===== config.mk =====
export PLATFORM = sky130hd
export DESIGN_NAME = pipelined_addsub
export DESIGN_NICKNAME = d
export VERILOG_FILES = /design/src/rtl/alu_pkg.sv /design/src/rtl/addsub_segment.sv /design/src/rtl/pipelined_addsub.sv
export SDC_FILE = /design/constraint.sdc
export NUM_CORES = 1
export LEC_CHECK = 0
export ABC_AREA = 1
export BUFFER_PORTS_ARGS = -buffer_cell sky130_fd_sc_hd__buf_2
export CAP_MARGIN = 20
export CORE_MARGIN = 2
export CORE_UTILIZATION = 57
export DETAILED_ROUTE_END_ITERATION = 16
export HOLD_SLACK_MARGIN = 0.03
export PLACE_DENSITY = 0.75
export REMOVE_ABC_BUFFERS = 1
export SYNTH_ARGS = -nofsm -noshare
export SYNTH_HDL_FRONTEND = slang
export SYNTH_SLANG_ARGS = --single-unit
export TNS_END_PERCENT = 5

===== constraint.sdc =====
create_clock -name clk -period 4.7 [get_ports clk]
set_input_delay 0.47 -clock clk [delete_from_list [all_inputs] [get_ports clk]]
set_output_delay 0.47 -clock clk [all_outputs]
set_load 0.02 [all_outputs]

===== src/rtl/alu_pkg.sv =====
// Shared ALU datapath definitions: operation encoding for the sub bit,
// default operand width and the status flag bundle.
package alu_pkg;

  typedef enum logic {
    ALU_OP_ADD = 1'b0,
    ALU_OP_SUB = 1'b1
  } alu_op_e;

  localparam int unsigned ALU_WIDTH = 32;

  typedef struct packed {
    logic cout;
    logic ovf;
    logic zero;
  } alu_flags_t;

endpackage


===== src/rtl/addsub_segment.sv =====
// Combinational SEG-bit ripple segment used by each pipeline stage.
module addsub_segment #(
  parameter int unsigned SEG = 8
) (
  input  logic [SEG-1:0] a_seg,
  input  logic [SEG-1:0] b_seg,
  input  logic           c_in,
  output logic [SEG-1:0] s_seg,
  output logic           c_out
);

  assign {c_out, s_seg} = {1'b0, a_seg} + {1'b0, b_seg} + {{SEG{1'b0}}, c_in};

endmodule


===== src/rtl/pipelined_addsub.sv =====
// Pipelined two's-complement adder/subtractor: one carry segment per stage,
// valid/ready handshake with full backpressure, flags on the final stage.
module pipelined_addsub
  import alu_pkg::*;
#(
  parameter int unsigned WIDTH  = ALU_WIDTH,
  parameter int unsigned STAGES = 4
) (
  input  logic             clk,
  input  logic             rst,
  input  logic             in_valid,
  output logic             in_ready,
  input  logic [WIDTH-1:0] a,
  input  logic [WIDTH-1:0] b,
  input  logic             cin,
  input  logic             sub,
  output logic             out_valid,
  input  logic             out_ready,
  output logic [WIDTH-1:0] sum,
  output logic             cout,
  output logic             ovf,
  output logic             zero
);

  localparam int unsigned SEG = WIDTH / STAGES;

  if (WIDTH < 2 || STAGES < 1 || STAGES > WIDTH || (WIDTH % STAGES) != 0) begin : g_param_check
    $error("pipelined_addsub: WIDTH must be >= 2 and a multiple of STAGES (1..WIDTH)");
  end

  logic [WIDTH-1:0] b_eff;
  logic             cin_eff;

  assign b_eff   = (sub == ALU_OP_SUB) ? ~b : b;
  assign cin_eff = (sub == ALU_OP_SUB) ? 1'b1 : cin;

  // Stage k keeps only the operand bits above its own segment, so the
  // operand registers shrink by SEG per stage while the result grows by SEG.
  for (genvar k = 0; k < STAGES; k++) begin : g_stage
    localparam int unsigned LW = (k + 1) * SEG;

    logic [SEG-1:0] sa, sb, ss;
    logic           ci, co, am, bm, v_in, v_q, rdy;
    logic [LW-1:0]  s_q, s_new;

    if (k == 0) begin : g_src
      assign sa    = a[SEG-1:0];
      assign sb    = b_eff[SEG-1:0];
      assign ci    = cin_eff;
      assign am    = a[WIDTH-1];
      assign bm    = b_eff[WIDTH-1];
      assign v_in  = in_valid;
      assign s_new = ss;
    end else begin : g_src
      assign sa    = g_stage[k-1].g_mid.a_q[SEG-1:0];
      assign sb    = g_stage[k-1].g_mid.b_q[SEG-1:0];
      assign ci    = g_stage[k-1].g_mid.c_q;
      assign am    = g_stage[k-1].g_mid.am_q;
      assign bm    = g_stage[k-1].g_mid.bm_q;
      assign v_in  = g_stage[k-1].v_q;
      assign s_new = {ss, g_stage[k-1].s_q};
    end

    addsub_segment #(.SEG(SEG)) u_seg (
      .a_seg (sa),
      .b_seg (sb),
      .c_in  (ci),
      .s_seg (ss),
      .c_out (co)
    );

    always_ff @(posedge clk or posedge rst) begin
      if (rst) begin
        v_q <= 1'b0;
      end else if (rdy) begin
        v_q <= v_in;
      end
    end

    if (k < STAGES - 1) begin : g_mid
      localparam int unsigned UW = WIDTH - LW;

      logic [UW-1:0] a_q, b_q, up_a, up_b;
      logic          c_q, am_q, bm_q;

      if (k == 0) begin : g_up
        assign up_a = a[WIDTH-1:SEG];
        assign up_b = b_eff[WIDTH-1:SEG];
      end else begin : g_up
        assign up_a = g_stage[k-1].g_mid.a_q[UW+SEG-1:SEG];
        assign up_b = g_stage[k-1].g_mid.b_q[UW+SEG-1:SEG];
      end

      assign rdy = !v_q || g_stage[k+1].rdy;

      always_ff @(posedge clk) begin
        if (rdy && v_in) begin
          a_q  <= up_a;
          b_q  <= up_b;
          c_q  <= co;
          am_q <= am;
          bm_q <= bm;
          s_q  <= s_new;
        end
      end
    end else begin : g_last
      alu_flags_t flags_q;

      assign rdy = !v_q || out_ready;

      always_ff @(posedge clk or posedge rst) begin
        if (rst) begin
          s_q     <= '0;
          flags_q <= '0;
        end else if (rdy && v_in) begin
          s_q          <= s_new;
          flags_q.cout <= co;
          flags_q.ovf  <= (am == bm) && (s_new[WIDTH-1] != am);
          flags_q.zero <= (s_new == '0);
        end
      end
    end
  end

  assign in_ready  = g_stage[0].rdy;
  assign out_valid = g_stage[STAGES-1].v_q;
  assign sum       = g_stage[STAGES-1].s_q;
  assign cout      = g_stage[STAGES-1].g_last.flags_q.cout;
  assign ovf       = g_stage[STAGES-1].g_last.flags_q.ovf;
  assign zero      = g_stage[STAGES-1].g_last.flags_q.zero;

endmodule

==> impl_metrics.json <==
{
  "outcome": "complete, no violations",
  "grt_setup_unrepaired": "no",
  "clkSlewWorstSetupHoldPaths_ns": 0.06,
  "yosys_warnings": 0,
  "synth_edf_count": 147,
  "finalSetupViolations": 0,
  "syn_avg_cell_area_um2": 13.1,
  "critPathCaptureType": "flop",
  "grt_first_pass_wirelength_um": 20800,
  "cts-root-buf": "clkbuf_16",
  "clkLatencyLatePin_ns": 0.42,
  "clock_sinks": 186,
  "placed_area_um2": 8450,
  "ys_ff_latch": 186,
  "std_cell_rows": 42,
  "ctsResizeCount": 0,
  "fillers": 952,
  "fmax_mhz": 426,
  "syn_area_um2": 7700,
  "clock_power_share_pct": 31.0,
  "dp.final_hpwl_um": 9090,
  "drc": 0,
  "io_pins": 107,
  "grt_pass1_vias": 4490,
  "hold_class": "in -> async",
  "worstSetupStartpoint": "out_valid$_DFFE_PP0P_",
  "synth-async-reset-ratio_pct": 21.0,
  "vdd_drop_max_v": 0.000291,
  "p_comb_share_pct": 18.7,
  "multi_input_area_um2": 2050,
  "slew_headroom_pct": 32.7,
  "postCtsSetupBuffers": 0,
  "cts_buffer_depth": 2,
  "worst_slack_ns": 2.35,
  "core_region_area_um2": 13200,
  "gp_congestion": 0.891,
  "die_h_um": 120,
  "synth_seq_area_share_pct": 70.0,
  "fin_skew_ns": 0.00851,
  "synthFlopType": "edfxtp_1",
  "leakagePower_nw": 3.97,
  "antenna_found_initial": 0,
  "worst-path-max-fanout": 33,
  "regToRegStartpoint": "out_valid$_DFFE_PP0P_",
  "die_w_um": 120,
  "finalPower_mw": 4.40,
  "p_sw_share_pct": 27.2,
  "syn2layout_area_growth_pct": 17.2,
  "drt-total-wl_um": 12800,
  "post_route_cells_drive_above_1_share_pct": 20.6,
  "yosysUniqueCellTypes": 24,
  "fin_crit_sh_pct": 50.0,
  "seq_area_um2": 5390,
  "p_seq_share_pct": 50.3,
  "grt_overflow": 0,
  "drv_cap": 0,
  "cts_tree": "done",
  "wire_per_inst_um": 14.2,
  "cp-start-kind": "flop",
  "grt_max_degree": 50,
  "dr.pass1.iters": 5,
  "powerDensity_nw_per_um2": 487,
  "n_antenna_cell": 0,
  "ctsHoldBuffers": 0,
  "finalSetupTns_ns": 0,
  "fp.dieArea_um2": 14500,
  "ant_nets": 0,
  "nets": 816,
  "post-place-ws_ns": 1.93,
  "worst_pin_slew_ns": 1.01,
  "power.switching_mw": 1.19,
  "crit_arrival_ns": 2.45,
  "drt_iter0_markers": 309,
  "start_util_pct": 58.2,
  "cts_made_buffers": 17,
  "p_int_mw": 3.20,
  "grt.total_usage_pct": 19.2,
  "min_period_ns": 2.35,
  "critPathRequiredTime_ns": 4.80,
  "fin_area_um2": 9030,
  "htree_levels": 4,
  "path_class": "reg -> reg",
  "via_per_inst": 4.99,
  "syn_inst": 590,
  "hold_viol": 0,
  "slew_viol_final": 0,
  "port_buffers": 106,
  "vias": 4482
}
metal layers:
metal  GRT usage [%]  up-vias  routed length [µm]
met4            8.50        0                 329
met1            22.4     2097                5160
met3            4.72       26                 597
met2            33.8      117                6680
li1                -     2242                   -
met5               0        -                   0
critical path, stage by stage, from the launching register on:
cell and delay, ns:
dfrtp_1 0.41, nand2_1 0.10, nor2_1 0.04, inv_1 0.08, nor2_1 0.04, inv_1 0.08, nor2_1 0.08, nor2_4 0.72
buf_4 0.44
sequential cells by signal (all words and copies together), names as in the netlist:
| name | count |
|---|---|
| cout | 1 |
| g_stage.s_q | 48 |
| sum | 32 |
| g_stage.g_mid.c_q | 3 |
| zero | 1 |
| g_stage.v_q | 3 |
| out_valid | 1 |
| g_stage.g_mid.a_q | 48 |
| ovf | 1 |
| g_stage.g_mid.b_q | 48 |
cell usage in the layout (no fill, tap or decap), types with 2 or more instances in the layout:
cell,synthesis,routed
o221ai_1,2,2
fa_1,8,8
o211ai_1,5,5
clkbuf_8,0,6
o21ai_2,2,2
a21oi_1,22,22
inv_2,2,3
inv_1,58,57
dfrtp_1,39,39
clkbuf_1,1,3
xnor2_1,7,7
ha_1,28,28
o21ai_1,2,2
o21ai_0,11,11
nand4_1,10,10
buf_2,9,106
clkinv_2,0,3
buf_4,0,5
nand2_1,144,144
edfxtp_1,147,147
nand2_2,2,2
nand3_1,19,19
nor2_1,25,24
xor2_1,44,44
clkbuf_16,0,17
cells by family after synthesis:
group	synth area share, %
AND/OR/NAND/NOR	10.5
buffers and inverters	3.56
adder cells (fa/ha/maj)	6.63
flip-flops	70.0
XOR/XNOR	5.80
AO/OA/AOI/OAI	3.52
power groups by stage:
stage / logic [mW] / registers [mW] / clock network [mW]
after floorplan: 0.441 / 2.34 / 0
after global placement: 0.792 / 2.23 / 0
after detailed placement: 0.822 / 2.25 / 0
after CTS: 0.830 / 2.22 / 1.38
after global routing: 0.922 / 2.24 / 1.46
final: 0.822 / 2.21 / 1.36
stage by stage:
step	hold slack [ns]	utilization (%)	instances
4_1_cts	0.176	68.2	899
6_report	0.165	68.2	899
3_5_place_dp	0.405	63.8	867
3_3_place_gp	0.400	63.8	867
2_1_floorplan	0.400	-	580
5_1_grt	0.198	68.2	899
cells in the mapped netlist (5+ instances only):
| library cell | number | area (µm²) |
|---|---|---|
| o21ai_0 | 11 | 55.1 |
| edfxtp_1 | 147 | 4410 |
| o211ai_1 | 5 | 37.5 |
| nand4_1 | 10 | 62.6 |
| xor2_1 | 44 | 385 |
| ha_1 | 28 | 350 |
| dfrtp_1 | 39 | 976 |
| a21oi_1 | 22 | 110 |
| inv_1 | 58 | 218 |
| fa_1 | 8 | 160 |
| nor2_1 | 25 | 93.8 |
| buf_2 | 9 | 45.0 |
| nand3_1 | 19 | 95.1 |
| xnor2_1 | 7 | 61.3 |
| nand2_1 | 144 | 541 |
path summary, 6_finish.rpt:
check	depth (start not counted)	slack, ns	end
worst max-delay path	8	2.35	g_stage[0].s_q[2]$_DFFE_PP_
worst max register to register	8	2.35	g_stage[0].s_q[2]$_DFFE_PP_
max in group asynchronous	3	4.19	sum[16]$_DFFE_PP0P_
worst min-delay path	3	0.16	sum[24]$_DFFE_PP0P_
worst min register to register	0	0.42	g_stage[1].g_mid.b_q[8]$_DFFE_PP_
min in group clk	1	0.22	g_stage[0].g_mid.a_q[6]$_DFFE_PP_
cell type report:
type | instances | area share, %
timing repair buffer | 111 | 6.29
clock inverter | 6 | 0.679
clock buffer | 26 | 5.75
multi-input combinational | 334 | 22.7
tap | 176 | 2.44
inverter | 60 | 2.49
sequential | 186 | 59.7
(Power assumes the default switching activity.)
